**config.mk**
```make
export PLATFORM = sky130hd
export DESIGN_NAME = f1_start_ctrl
export DESIGN_NICKNAME = d
export VERILOG_FILES = /design/src/rtl/f1_pkg.sv /design/src/rtl/f1_lfsr7.sv /design/src/rtl/f1_start_ctrl.sv
export SDC_FILE = /design/constraint.sdc
export NUM_CORES = 1
export LEC_CHECK = 0
export CAP_MARGIN = 20
export CORE_ASPECT_RATIO = 1.5
export CORE_UTILIZATION = 45
export DETAILED_ROUTE_END_ITERATION = 8
export GPL_TIMING_DRIVEN = 0
export PLACE_DENSITY = 0.8
export SYNTH_ARGS = -nofsm -noshare
export SYNTH_HDL_FRONTEND = slang
export SYNTH_SLANG_ARGS = --single-unit
```
**constraint.sdc**
```tcl
create_clock -name clk -period 1.9 [get_ports clk]
set_input_delay 0.475 -clock clk [delete_from_list [all_inputs] [get_ports clk]]
set_output_delay 0.475 -clock clk [all_outputs]
set_load 0.005 [all_outputs]
```
**src/rtl/f1_pkg.sv**
```systemverilog
// Shared types and constants for the F1 start-light controller.
package f1_pkg;

   typedef enum logic [2:0] {
      ST_IDLE,
      ST_ARM,
      ST_SEQ,
      ST_HOLD,
      ST_TIMING,
      ST_DONE,
      ST_FAULT
   } state_t;

   localparam int                LFSR_W        = 7;
   // Feedback taps for x^7 + x^6 + 1 (bits 6 and 5 of the shift register)
   localparam logic [LFSR_W-1:0] LFSR_TAPS     = 7'b110_0000;
   localparam logic [LFSR_W-1:0] LFSR_SEED_DEF = 7'h01;
   localparam int                TICK_DIV_DEF  = 24;
   localparam int                MS_DIV_DEF    = 1;
   localparam int                REACT_W       = 16;

   function automatic logic [LFSR_W-1:0] lfsr_next(input logic [LFSR_W-1:0] cur);
      return {cur[LFSR_W-2:0], ^(cur & LFSR_TAPS)};
   endfunction

endpackage

```
**src/rtl/f1_lfsr7.sv**
```systemverilog
// Free-running 7-bit Fibonacci LFSR supplying the random lights-out delay.
module f1_lfsr7
   import f1_pkg::*;
#(
   parameter logic [LFSR_W-1:0] SEED = LFSR_SEED_DEF
) (
   input  logic              clk,
   input  logic              rst,
   output logic [LFSR_W-1:0] q
);

   always_ff @(posedge clk) begin
      if (!rst) q <= SEED;
      else      q <= lfsr_next(q);
   end

endmodule

```
**src/rtl/f1_start_ctrl.sv**
```systemverilog
// F1 start controller: drives the light sequencer, applies a random hold
// before lights-out, then times the driver's reaction or flags a jump start.
module f1_start_ctrl
   import f1_pkg::*;
#(
   parameter int                TICK_DIV  = TICK_DIV_DEF,
   parameter int                MS_DIV    = MS_DIV_DEF,
   parameter logic [LFSR_W-1:0] LFSR_SEED = LFSR_SEED_DEF
) (
   input  logic               clk,
   input  logic               rst,
   input  logic               start,
   input  logic               react,
   input  logic               seq_active,
   input  logic               seq_full,
   output logic               light_en,
   output logic               light_trig,
   output logic               light_rst,
   output logic [REACT_W-1:0] react_time,
   output logic               result_valid,
   output logic               jump_start,
   output logic               busy
);

   localparam int PW = $clog2(TICK_DIV);
   localparam int MW = (MS_DIV > 1) ? $clog2(MS_DIV) : 1;
   localparam logic [PW-1:0] PRESC_MAX = PW'(TICK_DIV - 1);
   localparam logic [MW-1:0] MS_MAX    = MW'(MS_DIV - 1);

   state_t               state, state_nxt;
   logic [PW-1:0]        presc;
   logic [LFSR_W-1:0]    delay;
   logic [MW-1:0]        ms_cnt;
   logic [REACT_W-1:0]   rt_cnt;
   logic                 jump_flag;
   logic                 fault_new;
   logic [LFSR_W-1:0]    lfsr_val;
   logic                 tick_wrap;
   logic                 full_ok;

   function automatic logic [REACT_W-1:0] sat_inc(input logic [REACT_W-1:0] v);
      return (&v) ? v : v + REACT_W'(1);
   endfunction

   f1_lfsr7 #(.SEED(LFSR_SEED)) u_lfsr (
      .clk (clk),
      .rst (rst),
      .q   (lfsr_val)
   );

   assign tick_wrap = (presc == PRESC_MAX);
   // Only trust "all lights on" while the sequencer reports it is running.
   assign full_ok   = seq_full & seq_active;

   always_ff @(posedge clk) begin
      if (!rst) state <= ST_IDLE;
      else      state <= state_nxt;
   end

   always_comb begin
      state_nxt = state;
      case (state)
         ST_IDLE:   if (start) state_nxt = ST_ARM;
         ST_ARM:    state_nxt = react ? ST_FAULT : ST_SEQ;
         ST_SEQ: begin
            if (react)        state_nxt = ST_FAULT;
            else if (full_ok) state_nxt = ST_HOLD;
         end
         ST_HOLD: begin
            if (react)                                state_nxt = ST_FAULT;
            else if (tick_wrap && delay == 7'd1)      state_nxt = ST_TIMING;
         end
         ST_TIMING: if (react) state_nxt = ST_DONE;
         ST_DONE:   state_nxt = ST_IDLE;
         ST_FAULT:  if (!react) state_nxt = ST_IDLE;
         default:   state_nxt = ST_IDLE;
      endcase
   end

   always_ff @(posedge clk) begin
      if (!rst) begin
         presc     <= '0;
         delay     <= '0;
         ms_cnt    <= '0;
         rt_cnt    <= '0;
         jump_flag <= 1'b0;
         fault_new <= 1'b0;
      end else begin
         fault_new <= (state_nxt == ST_FAULT) && (state != ST_FAULT);

         if (state_nxt != state)
            presc <= '0;
         else if (state == ST_SEQ || state == ST_HOLD)
            presc <= tick_wrap ? '0 : presc + PW'(1);

         if (state == ST_SEQ && state_nxt == ST_HOLD)
            delay <= lfsr_val;
         else if (state == ST_HOLD && tick_wrap)
            delay <= delay - 7'd1;

         if (state_nxt == ST_FAULT)
            jump_flag <= 1'b1;
         else if (state == ST_IDLE && start)
            jump_flag <= 1'b0;

         // The react cycle itself does not count, so the result is the count before it.
         if ((state == ST_IDLE && start) || (state == ST_HOLD && state_nxt == ST_TIMING)) begin
            rt_cnt <= '0;
            ms_cnt <= '0;
         end else if (state == ST_TIMING && !react) begin
            if (ms_cnt == MS_MAX) begin
               ms_cnt <= '0;
               rt_cnt <= sat_inc(rt_cnt);
            end else begin
               ms_cnt <= ms_cnt + MW'(1);
            end
         end
      end
   end

   always_comb begin
      light_en     = 1'b0;
      light_trig   = 1'b0;
      light_rst    = 1'b0;
      result_valid = 1'b0;
      busy         = 1'b0;
      react_time   = rt_cnt;
      jump_start   = jump_flag;
      if (!rst) begin
         light_rst  = 1'b1;
         react_time = '0;
         jump_start = 1'b0;
      end else begin
         busy = (state != ST_IDLE);
         case (state)
            ST_ARM: begin
               light_trig = 1'b1;
               light_en   = 1'b1;
            end
            ST_SEQ:   light_en     = tick_wrap;
            ST_HOLD:  light_en     = tick_wrap && (delay == 7'd1);
            ST_DONE:  result_valid = 1'b1;
            ST_FAULT: light_rst    = fault_new;
            default:  ;
         endcase
      end
   end

endmodule

```
# --- Yosys cells after proc, flatten, opt, wreduce, memory -nomap -nowiden ---
# Cells that the tools add are included.
op_classes:
  addsub: 4
  n_eq_ne: 13
  n_mux: 26
  bitwise_logic: 4
  reduce_logical: 19
ops:
  columns: ["operator", "count"]
  rows:
  - ["$mux W3", 8]
  - ["$pmux W3 S6", 1]
  - ["$add A16 B1 Y16 const B", 1]
  - ["$mux W16", 1]
  - ["$reduce_and A16 Y1", 1]
  - ["$eq A3 B3 Y1 const B", 5]
  - ["$mux W7", 2]
  - ["$mux W1", 12]
  - ["$eq A3 B2 Y1 const B", 3]
  - ["$eq A7 B1 Y1 const B", 1]
  - ["$logic_and A1 B1 Y1", 7]
  - ["$reduce_xor A7 Y1", 1]
  - ["$sub A7 B1 Y7 const B", 1]
  - ["$add A5 B1 Y5 const B", 1]
  - ["$eq A5 B5 Y1 const B", 1]
  - ["$mux W5", 1]
  - ["$reduce_bool A2 Y1", 2]
  - ["$reduce_or A2 Y1", 2]
  - ["$eq A3 B1 Y1 const B", 1]
  - ["$logic_not A3 Y1", 1]
  - ["$ne A3 B3 Y1", 1]
  - ["$ne A3 B3 Y1 const B", 1]
  - ["$not A1 Y1", 3]
  - ["$pmux W1 S3", 1]
  - ["other kinds (6)", 7]
word_totals:
  reg_bits: 41
  out_inout_bits: 22
  wordCells: 74

# --- Depth between registers and ports, before layout ---
# Gate-level depths: netlist of run 1.
logic_depth:
  ltp_word: 9
  mapped_depth: 7

# --- Modules after synthesis ---
# From an unflattened synthesis of run 1, not the netlist that was laid out.
unflattened:
  cells_unflattened: 253
  hier_area_um2: 2059.5
modules_own_cells:
  columns: ["mod", "n_inst", "cells_per_inst", "area_per_inst_um2", "seq_area_each_um2"]
  rows:
  - ["f1_start_ctrl", 1, 238, 1869.3, 660.6]
  - ["f1_lfsr7", 1, 15, 190.2, 140.1]

# --- Worst setup path after synthesis of run 1 ---
# OpenSTA, ideal clock, no wires.
synth_path:
  path_kind: "register -> output"
  start: "reg delay[2]"
  end: "out light_en"
  arrival_ns: 1.555
  path_slack_ns: -0.130
  stages_incl_launch_ff: 5
  n_path_buf: 0
  path_cell_list: "dfxtp_1 nor4_2 nand2_1 a21bo_1 a2111oi_0"
synth_between:
  elab_chain_cells: 4
synth_lines:
  columns: ["element", "line", "rtl"]
  rows:
  - ["from (decl)", "f1_start_ctrl.sv:32", "logic [LFSR_W-1:0] delay;"]
  - ["from (signal assigned)", "f1_start_ctrl.sv:97", "delay <= lfsr_val;"]
  - ["from (signal assigned)", "f1_start_ctrl.sv:99", "delay <= delay - 7'd1;"]
  - ["$eq A7 B1 Y1", "f1_start_ctrl.sv:141", "ST_HOLD: light_en = tick_wrap && (delay == 7'd1);"]
  - ["$logic_and A1 B1 Y1", "f1_start_ctrl.sv:141", null]
  - ["$pmux W1 S3", "f1_start_ctrl.sv:135", "case (state)"]
  - ["$mux W1", "f1_start_ctrl.sv:129", "if (!rst) begin"]
  - ["to (decl)", "f1_start_ctrl.sv:16", "output logic light_en,"]
# No other way between the ends.

# --- Final worst setup path of run 1 ---
layout_path:
  start: "reg presc[1]"
  end: "out light_en"
layout_between:
  elab_chain_cells: 4
layout_lines:
  columns: ["element", "line", "rtl"]
  rows:
  - ["from (decl)", "f1_start_ctrl.sv:31", "logic [PW-1:0] presc;"]
  - ["from (signal assigned)", "f1_start_ctrl.sv:94", "presc <= tick_wrap ? '0 : presc + PW'(1);"]
  - ["$eq A5 B5 Y1 *", "f1_start_ctrl.sv:51", "assign tick_wrap = (presc == PRESC_MAX);"]
  - ["$logic_and A1 B1 Y1", "f1_start_ctrl.sv:141", null]
  - ["$pmux W1 S3 *", "f1_start_ctrl.sv:135", null]
  - ["$mux W1 *", "f1_start_ctrl.sv:129", null]
# Mark *: on every way between the ends. The rest lies on a longest branch, timed or not.

==> summary.txt, run 1 <==
Final layout
  – FILL cells: 392
  – Layout cells sized above 1: 0.234
  – Layout Nets: 317
  – # diodes: 0
  – Finished Layout Cells: 372
  – Area grow syn2layout: 33.4%

Synth
  – Syn_nets: ~270
  – Most numerous cell in the Yosys netlist: dfxtp_1
  – Post-synthesis sequential area ratio: 0.363
  – Avg Cell Area, Syn: 8.55 um^2
  – Post-synth top area cell: dfxtp_1
  – Post-Syn Area: 2210 um^2
  – Most instantiated cells after synthesis: 40 x dfxtp_1, 26 x and2_1, 22 x a21oi_1
  – Ranking of synthesized cells by area: dfxtp_1 36%, and2_1 7.4%, a21oi_1 5.0%
  – Synth top area share: 0.363
  – Distinct cells, synth: 54
  – Flops & latches, synth: 40
  – Cells after Synth: 258
  – YS warnings: 0
  – Top_reg_cell synth: dfxtp_1
  – Asr flop ratio synth: 0
  – EDFF count, synth: 0

GRT
  – Grt ovf: 0
  – Maximum number of pins on one net before global-route repair: 13
  – Total global-route track usage: 0.242
  – Vias in the first global route: 2,125
  – First-pass GRT wire length: around 9.6 mm
  – Initial antenna violation count: 0

Routing
  – Routed Antenna Nets: 0
  – Top sig layer: met4
  – DRT met1 WL: 2.34 mm
  – Met2 WL: 3.16 mm
  – Via density: 5.86
  – Met3 wire length: between 200 and 250 um
  – DR vias: 2,181
  – Wire per inst: between 15 and 20 um
  – Pre-Repair DR Iteration Count: 4
  – Detailed-route DRC error count: 0
  – WL final: slightly below 6 mm
  – 1st-iter DRT viols: 97

Place
  – Placer's final routability congestion estimate: 0.860
  – Dpl ws: -0.910 ns
  – IO Port Bufs: 26
  – Dpl cells: around 350
  – DP HPWL: 3.71 mm

STA
  – Crit path time final: about 2.2 ns
  – Post-route setup slack: -0.264 ns
  – Setup Viol. Count Final: 1
  – Worst slew pin tran: 0.470 ns
  – Max Fclk: 462 MHz
  – Unrepaired setup endpoints after global routing: yes
  – Clock skew: between 0.007 and 0.008 ns
  – Relative slew slack: 0.687
  – Endpoints failing hold: 0
  – Pins Over Slew Limit: 0
  – Hold Worst Slack: 0.447 ns
  – Final period util: 1.14

Clock network
  – H-tree Lvls: 2
  – Clk slew on worst S/H paths: 0.08 ns
  – Worst-Skew Late Latency: 0.30 ns
  – CTS Buf Count: 5
  – CTS tree: yes
  – Root buf cell: clkbuf_8
  – Hold Buf Count CTS: 0
  – Clk buf depth: 2
  – Clock Sinks: 40

Run status
  – Failing checks: negative setup slack
  – Status: finished, violations left

Worst setup path
  – CP Capture Type: output port
  – Critical Path Start Type: flop
  – Crit path max fanout: 3
  – Crit path DAT: between 1.5 and 2 ns
  – Buffers and inverters on the worst path: 1
  – CP max-delay cell: dfxtp_2
  – Worst EP required: approximately 1.4 ns
  – Critical-path cell list: ha_4 > and4b_2 > a21bo_1 > a2111oi_2 > buf_2
  – Slowest stage delay, CP: 0.36 ns
  – Crit-path leading delay family: compound AO/OA/AOI/OAI gates
  – Critical Setup Path Class: reg -> out

Pwr
  – Total Power: 1.83 mW
  – VDD IR max: approximately 0.47 mV
  – Pwr/cell area: 621 nW/um^2
  – Pleak: 1.07 nW

Floorplan
  – Die H: 87.8 um
  – Die span in x: approximately 59 um
  – Std cell rows: 30
  – # IOs: 28
  – Initial Util: 0.478
  – Core region area: roughly 4600 um^2
  – Total die area: 5190 um^2

Hold path
  – HP Class: reg -> reg

Job
  – Max cap viols: 0
## routing by layer
layer | global-route usage | vias up
met4 | 0.130 | 0
met1 | 0.264 | 1053
li1 | - | 1062
met3 | 0.0443 | 11
met2 | 0.433 | 55
met5 | 0 | -
## metrics by stage
step / utilization / instance area, um^2 / TNS (ns)
2_1_floorplan: - / 2220 / -0.00119
6_report: 0.637 / 2940 / -0.264
4_1_cts: 0.617 / 2850 / -0.262
3_5_place_dp: 0.554 / 2560 / -18.90
3_3_place_gp: 0.554 / 2560 / -18.47
5_1_grt: 0.637 / 2940 / -0.327
## flip-flops by register name, summed over array words and instances (netlist names)
signal / count
delay: 7
fault_new: 1
jump_flag: 1
presc: 5
rt_cnt: 16
state: 3
u_lfsr.q: 7
## timing repair
| item | in CTS | in global routing |
|---|---|---|
| endpoints found under the setup margin | 42 | 31 |
| resized for setup | 60 | 16 |
| setup buffers | 9 | 6 |
| gates cloned | 1 | 0 |
| pin swaps | 6 | 1 |
## path summary, 6_finish.rpt
path | slack [ns] | startpoint | depth (start not counted) | to
setup / recovery | -0.26 | presc[1] | 5 | light_en
hold / removal | 0.45 | u_lfsr.q[1] | 2 | delay[1]
setup reg to reg | 0.14 | presc[1] | 8 | delay[3]
hold reg to reg | 0.45 | u_lfsr.q[1] | 2 | delay[1]
## worst register-to-register path, delay by kind of cell (launching register included)
kind | cells | cell delay [ns]
AOI/OAI and AO/OA | 1 | 0.23
DFF | 1 | 0.36
adders and majority gates | 1 | 0.14
buffers and inverters | 3 | 0.41
and+or+nand+nor | 2 | 0.35
xor gates and xnor gates | 1 | 0.19
## cells in the final DEF, fill, tap and decap left out, drive strengths merged, types with 4 or more instances in the layout
cell type,netlist,final
o31ai,7,7
nor2,12,12
clkbuf,10,17
nand2,17,17
mux2i,4,4
nand4,13,13
ha,4,4
a21oi,22,22
buf,2,20
nor3,8,8
or4,7,7
o21ai,6,6
clkdlybuf4s50,0,19
a31oi,4,4
or3,5,5
inv,7,7
xor2,5,5
nand3,13,13
nor2b,4,4
dfxtp,40,40
and2,26,26
## cell families after synthesis
group	count (synthesis)	synth area share
buffers and inverters	19	0.0363
flip-flops	40	0.363
multiplexers	5	0.0233
AO/OA/AOI/OAI	54	0.154
AND/OR/NAND/NOR	129	0.373
adder cells (fa/ha/maj)	4	0.0227
XOR/XNOR	7	0.0278
## area by class of cell
type	instances	area, um^2	share of cell area
Clock inverter	2	35.0	0.0119
Inverter	7	26.3	0.00893
Buffer	12	118	0.0400
Tap cell	64	80.1	0.0272
Multi-Input combinational cell	199	1410	0.480
Timing Repair Buffer	42	369	0.125
Clock buffer	6	72.6	0.0247
Sequential cell	40	828	0.281
## power by group
group / internal (mW) / leakage (nW) / switching (mW)
combinational: 0.114 / 0.681 / 0.133
clock: 0.390 / 0.0552 / 0.309
sequential: 0.857 / 0.333 / 0.0254
No activity file was read; power rests on OpenSTA's default activity.
==> run 2, diff against run 1 <==
==> constraint.sdc (replaced) <==
create_clock -name clk -period 1.9 [get_ports clk]
set_input_delay 0.38 -clock clk [delete_from_list [all_inputs] [get_ports clk]]
set_output_delay 0.38 -clock clk [all_outputs]
set_load 0.005 [all_outputs]
==> run 2 against run 1 <==
The run still ends with negative setup slack left; utilization shrank 0.60 points; combinational power shrank 2%; register-to-register slack worse by 0.05 ns; sequential power hardly changed; non-clock buffer count rose by 1; via count shrank 1.3%; clock power about the same; flip-flop and latch count unchanged; wire length shrank 2.9%; sequential share of layout area about the same; first-iteration DRC count rose by 22%.
==> summary.txt, run 2 (synthesis gave the netlist of run 1 again) <==
STA
  – Worst slew pin tran: 0.580 ns
  – Crit path time final: 2.06 ns
  – Max Fclk: ~500 MHz
  – Relative slew slack: 0.614
  – Pins Over Slew Limit: 0
  – Post-route setup slack: -0.159 ns
  – Endpoints failing hold: 0
  – Hold Worst Slack: 0.428 ns
  – Unrepaired setup endpoints after global routing: yes
  – Clock skew: 0.0105 ns
  – Setup Viol. Count Final: 1
  – Final period util: 1.08

Clock network
  – CTS Buf Count: 5
  – Clk buf depth: 2
  – CTS tree: yes
  – H-tree Lvls: 2
  – Worst-Skew Late Latency: roughly 0.30 ns
  – Clk slew on worst S/H paths: around 0.080 ns
  – Clock Sinks: 40
  – Root buf cell: clkbuf_8

Floorplan
  – # IOs: 28
  – Die span in x: 59.2 um
  – Total die area: around 5200 um^2
  – Std cell rows: 30
  – Initial Util: 0.478
  – Core region area: 4620 um^2
  – Die H: between 80 and 90 um

Hold path
  – Min-delay src: react
  – Hold Crit Depth: 3
  – Hold EP: jump_flag
  – HP Class: in -> reg

Worst setup path
  – Critical Path Start Type: flop
  – Reg-to-reg setup timing slack: 0.09 ns
  – CP Capture Type: output port
  – Crit path max fanout: 2
  – Reg-to-reg endpoint: rt_cnt[15]
  – Critical Setup Path Class: reg -> out
  – Crit path DAT: 1.68 ns
  – Path depth of the worst reg2reg path: 5
  – Worst EP required: roughly 1.5 ns
  – Critical R2R Launch: rt_cnt[0]

GRT
  – Vias in the first global route: 1,983
  – Total global-route track usage: 0.229
  – First-pass GRT wire length: 9.18 mm
  – Grt ovf: 0
  – Initial antenna violation count: 0
  – Maximum number of pins on one net before global-route repair: 13

Pwr
  – Pwr/cell area: ~620 nW/um^2
  – Pleak: approximately 1.1 nW
  – VDD IR max: 0.353 mV

Final layout
  – Finished Layout Cells: 373
  – Layout Nets: 318
  – Most common cell after layout, fill and taps aside: dfxtp_1
  – Layout cells sized above 1: 0.191
  – # diodes: 0
  – Area grow syn2layout: 32.2%
  – Most frequent cells in the layout: 32 x dfxtp_1, 26 x and2_1, 22 x a21oi_1
  – Reg with most FFs: rt_cnt
  – Largest regs: rt_cnt x16, delay x7, u_lfsr.q x7
  – Fin util: 0.631
  – Max FFs per register: 16

Routing
  – 1st-iter DRT viols: 118
  – Via density: 5.77
  – Detailed-route DRC error count: 0
  – WL final: 5.70 mm
  – DR vias: 2,152
  – Routed Antenna Nets: 0
  – Wire per inst: around 15 um
  – Pre-Repair DR Iteration Count: 4

Place
  – Dpl ws: -0.716 ns
  – IO Port Bufs: 26
  – DP HPWL: ~3.6 mm
  – Dpl cells: between 300 and 400
  – Placer's final routability congestion estimate: 0.840

Run status
  – Status: finished, violations left
  – Failing checks: negative setup slack

Job
  – Max cap viols: 0
[run 2: cell types whose count changed in the layout (fill, tap and decap cells not counted), moves of 2 or more]
| cell | previous run | this run |
|---|---|---|
| dlygate4sd2_1 | 2 | 6 |
| buf_4 | 16 | 19 |
| clkbuf_8 | 11 | 9 |
| dfxtp_1 | 24 | 32 |
| dfxtp_2 | 13 | 4 |
| clkbuf_4 | 2 | 0 |
[run 2: where the power goes]
group	internal (mW)	switching (mW)
Combinational	0.112	0.131
Clock	0.390	0.307
Sequential	0.857	0.0234
[run 2: what timing repair did]
action	CTS	global route
gates resized for setup	47	10
pin swaps	5	2
hold buffers	0	0
setup buffers	13	4
endpoints found under the setup margin	41	36
endpoints found under the hold margin	0	0
[run 2: layer usage]
| metal | vias to the layer above | wire [um] | track usage |
|---|---|---|---|
| met5 | - | 0 | 0 |
| met1 | 1009 | 2240 | 0.257 |
| li1 | 1061 | - | - |
| met2 | 70 | 3070 | 0.413 |
| met4 | 0 | 129 | 0.0909 |
| met3 | 12 | 255 | 0.0487 |
[run 2: layout make-up]
type | instances | area (um^2)
plain buffers | 12 | 103
clock buffers | 6 | 72.6
clock inverters | 2 | 35.0
fillers | 395 | 1700
inverters | 7 | 26.3
multi-input cells | 199 | 1400
flip-flops and latches | 40 | 821
well taps | 64 | 80.1
repair buffers | 43 | 375
[run 2: worst max-delay path, cell delays in order, from the launching register on]
cell and delay (ns):
dfxtp_2 0.36, ha_4 0.14, and4b_2 0.23, a21bo_1 0.23, a2111oi_4 0.27, buf_2 0.16
[run 2: worst max-delay path by stage]
stage                             to  startpoint  cells past startpoint  slack (ns)
after floorplan           rt_cnt[10]       react                      5        0.02
after global placement      light_en         rst                      5       -0.77
after detailed placement    light_en         rst                      5       -0.72
after CTS                   light_en    presc[1]                      5       -0.17
after global routing        light_en    presc[1]                      5       -0.23
final                       light_en    presc[1]                      5       -0.16
[run 2: stage by stage]
stage	setup TNS, ns	instance area (um^2)	total power [mW]
floorplan	0	2210	1.03
global placement	-11.14	2550	1.09
detailed placement	-12.29	2550	1.09
CTS	-0.172	2860	1.81
global route	-0.227	2920	1.90
finish	-0.159	2920	1.82
==> run 3, diff against run 2 <==
--- a/config.mk
+++ b/config.mk
@@ -5,12 +5,14 @@
 export SDC_FILE = /design/constraint.sdc
 export NUM_CORES = 1
 export LEC_CHECK = 0
+export ABC_AREA = 1
 export CAP_MARGIN = 20
 export CORE_ASPECT_RATIO = 1.5
 export CORE_UTILIZATION = 45
 export DETAILED_ROUTE_END_ITERATION = 8
 export GPL_TIMING_DRIVEN = 0
-export PLACE_DENSITY = 0.8
+export PLACE_DENSITY = 0.79
+export SETUP_SLACK_MARGIN = 0.02
 export SYNTH_ARGS = -nofsm -noshare
 export SYNTH_HDL_FRONTEND = slang
 export SYNTH_SLANG_ARGS = --single-unit
==> run 3 against run 2 <==
Largest cell class unchanged; sequential share of layout area down 1.6 points; via count up 15%; count of clock-buffer cells in the layout down 1; synthesized cell count up 41%; critical path type unchanged; wire length up 6.6%; non-clock buffer count down 2; critical path depth up 3; critical endpoint unchanged; fmax up 12%; register-to-register slack better by 0.05 ns; clock skew down 0.0068 ns; the flow now finishes without violations; utilization down 1.1 points; worst hold slack about the same.
==> summary.txt, run 3 <==
Synth
  – Ranking of synthesized cells by area: dfxtp_1 34%, nand2_1 17%, inv_1 9.3%
  – Top_reg_cell synth: dfxtp_1
  – Flops & latches, synth: 40
  – Syn_nets: 374
  – Asr flop ratio synth: 0
  – Cells after Synth: approximately 360
  – Adder-Cell Fraction of Synth Area: 0.0213
  – Simple-Gate Fraction of Synth Area: 0.341
  – Post-synth top area cell: dfxtp_1
  – EDFF count, synth: 0
  – Most instantiated cells after synthesis: 108 x nand2_1, 58 x inv_1, 40 x dfxtp_1
  – Avg Cell Area, Syn: 6.44 um^2
  – Compound-Gate Fraction of Synth Area: 0.105
  – Distinct cells, synth: 32
  – Post-Syn Area: roughly 2300 um^2
  – Mux contribution to synthesized area: 0.00427
  – Post-synthesis sequential area ratio: 0.342
  – Largest family of logic cells by synthesized area: simple AND/OR/NAND/NOR gates
  – Synth Area in XOR/XNOR: 0.0635
  – Synth top area share: 0.342
  – YS warnings: 0
  – Most numerous cell in the Yosys netlist: nand2_1

Hold path
  – Hold EP: u_lfsr.q[3]
  – HP Class: reg -> reg
  – Min-delay src: u_lfsr.q[2]
  – Hold Crit Depth: 2

Pwr
  – VDD IR max: 0.573 mV
  – Pleak: 1.43 nW
  – Pwr/cell area: around 800 nW/um^2
  – Total Power: 2.44 mW

Final layout
  – Largest regs: rt_cnt x16, delay x7, u_lfsr.q x7
  – Finished layout cell area: 3060 um^2
  – Reg with most FFs: rt_cnt
  – FF+latch area: roughly 800 um^2
  – FILL cells: 478
  – Max FFs per register: 16
  – Most common cell after layout, fill and taps aside: nand2_1
  – Fin util: 0.621
  – Layout cells sized above 1: 0.178
  – # diodes: 0
  – Most frequent cells in the layout: 105 x nand2_1, 54 x inv_1, 33 x dfxtp_1
  – Layout Nets: about 430
  – Area grow syn2layout: 30.4%
  – Area of the multi-input gates: 1340 um^2

GRT
  – Maximum number of pins on one net before global-route repair: 14
  – Initial antenna violation count: 0
  – First-pass GRT wire length: 9.88 mm
  – Grt ovf: 0
  – Vias in the first global route: 2,324
  – Total global-route track usage: 0.233

STA
  – Worst slew pin tran: 0.432 ns
  – Max Fclk: 544 MHz
  – Unrepaired setup endpoints after global routing: no
  – Crit path time final: roughly 1.8 ns
  – Setup Viol. Count Final: 0
  – Post-route setup slack: 0.0613 ns
  – Clock skew: ~0.0037 ns
  – Pins Over Slew Limit: 0
  – Hold Worst Slack: 0.428 ns
  – Endpoints failing hold: 0
  – Final period util: 0.968
  – Relative slew slack: 0.710

Floorplan
  – Core region area: 4930 um^2
  – # IOs: 28
  – Initial Util: 0.476
  – Std cell rows: 31
  – Die H: 90.4 um
  – Die span in x: 60.9 um
  – Total die area: 5510 um^2

Place
  – Dpl ws: -0.892 ns
  – DP HPWL: 4.09 mm
  – Placer's final routability congestion estimate: 0.955
  – DP Area: around 2700 um^2
  – IO Port Bufs: 27

Clock network
  – Clk buf depth: 2
  – Clk slew on worst S/H paths: 0.08 ns
  – CTS Buf Count: 5
  – CTS tree: yes
  – H-tree Lvls: 2
  – Root buf cell: clkbuf_8
  – Hold Buf Count CTS: 0
  – Worst-Skew Late Latency: around 0.29 ns
  – Clock Sinks: 40

Routing
  – Pre-Repair DR Iteration Count: 4
  – Detailed-route DRC error count: 0
  – Routed Antenna Nets: 0
  – Via density: 5.16
  – WL final: 6.07 mm
  – DR vias: 2,485
  – 1st-iter DRT viols: 120
  – Wire per inst: 12.6 um

Worst setup path
  – Reg-to-reg endpoint: rt_cnt[3]
  – CP Capture Type: output port
  – Reg-to-reg setup timing slack: 0.14 ns
  – Critical R2R Launch: rt_cnt[0]
  – Crit path max fanout: 3
  – Crit path DAT: ~1.5 ns
  – Worst EP required: 1.52 ns
  – Path depth of the worst reg2reg path: 9
  – Critical Path Start Type: flop
  – Critical Setup Path Class: reg -> out

Job
  – Max cap viols: 0

Run status
  – Status: finished clean
==> run 3: changes by cell type after synthesis, moves of 5 or more <==
cell,previous run,this run
o31ai_1,7,2
xor2_1,5,12
clkbuf_1,10,3
nor2_1,12,34
or4_1,7,0
inv_1,6,58
or3_1,5,0
nand2_1,17,108
o21ai_0,4,9
and2_1,26,0
nand3_1,12,21
==> run 3: worst max-delay path, cell delays in order, from the launching register on <==
cell and delay (ns):
dfxtp_2 0.36, ha_4 0.15, nand2_1 0.06, inv_2 0.07, nand2_4 0.07, nor2_4 0.11
nand2_2 0.08, a21oi_2 0.14, buf_2 0.12
==> run 3: repair_timing <==
action,4_1_cts,5_1_grt
resized for setup,45,17
setup endpoints to repair,36,28
endpoints found under the hold margin,0,0
buffers inserted,10,7
pin swaps,3,4
==> run 3: through the flow <==
step,setup TNS [ns],instances
floorplan,0,364
global placement,-17.12,457
detailed placement,-17.08,457
CTS,0,475
global route,0,482
finish,0,482
==> run 3: cell type report <==
type	instances	area share
Timing Repair Buffer	44	0.126
Clock inverter	3	0.0139
Inverter	63	0.0798
Tap cell	66	0.0270
Clock buffer	5	0.0225
Multi-Input combinational cell	252	0.438
Sequential cell	40	0.266
Buffer	9	0.0270
==> run 3: cell families (layout without fill, tap and decap cells) <==
logic type	Yosys count	after routing
AO/OA/AOI/OAI	42	42
XOR/XNOR	17	17
adder cells (fa/ha/maj)	4	4
buffers and inverters	72	124
flip-flops	40	40
multiplexers	1	1
AND/OR/NAND/NOR	188	188
==> run 3: how the worst max path moves through the flow <==
stage                    from  slack, ns  cells after the start             end
finish               presc[1]       0.06                      8        light_en
global route         presc[1]      0.003                      8        light_en
CTS                       rst       0.02                      6   react_time[7]
detailed placement        rst      -0.89                      6  react_time[10]
global placement          rst      -0.88                      6   react_time[7]
floorplan           rt_cnt[0]       0.24                      9       rt_cnt[3]
==> run 3: routing by layer <==
| layer | part of all wire | track usage | up-vias |
|---|---|---|---|
| met5 | 0 | 0 | - |
| met4 | 0.028 | 0.110 | 0 |
| met3 | 0.039 | 0.0444 | 15 |
| met2 | 0.55 | 0.427 | 66 |
| met1 | 0.38 | 0.239 | 1166 |
| li1 | - | - | 1238 |
==> run 3: where the power goes <==
group,switching [mW],internal [mW],total [mW]
registers,0.0525,0.892,0.945
logic,0.505,0.288,0.793
clock network,0.314,0.389,0.703
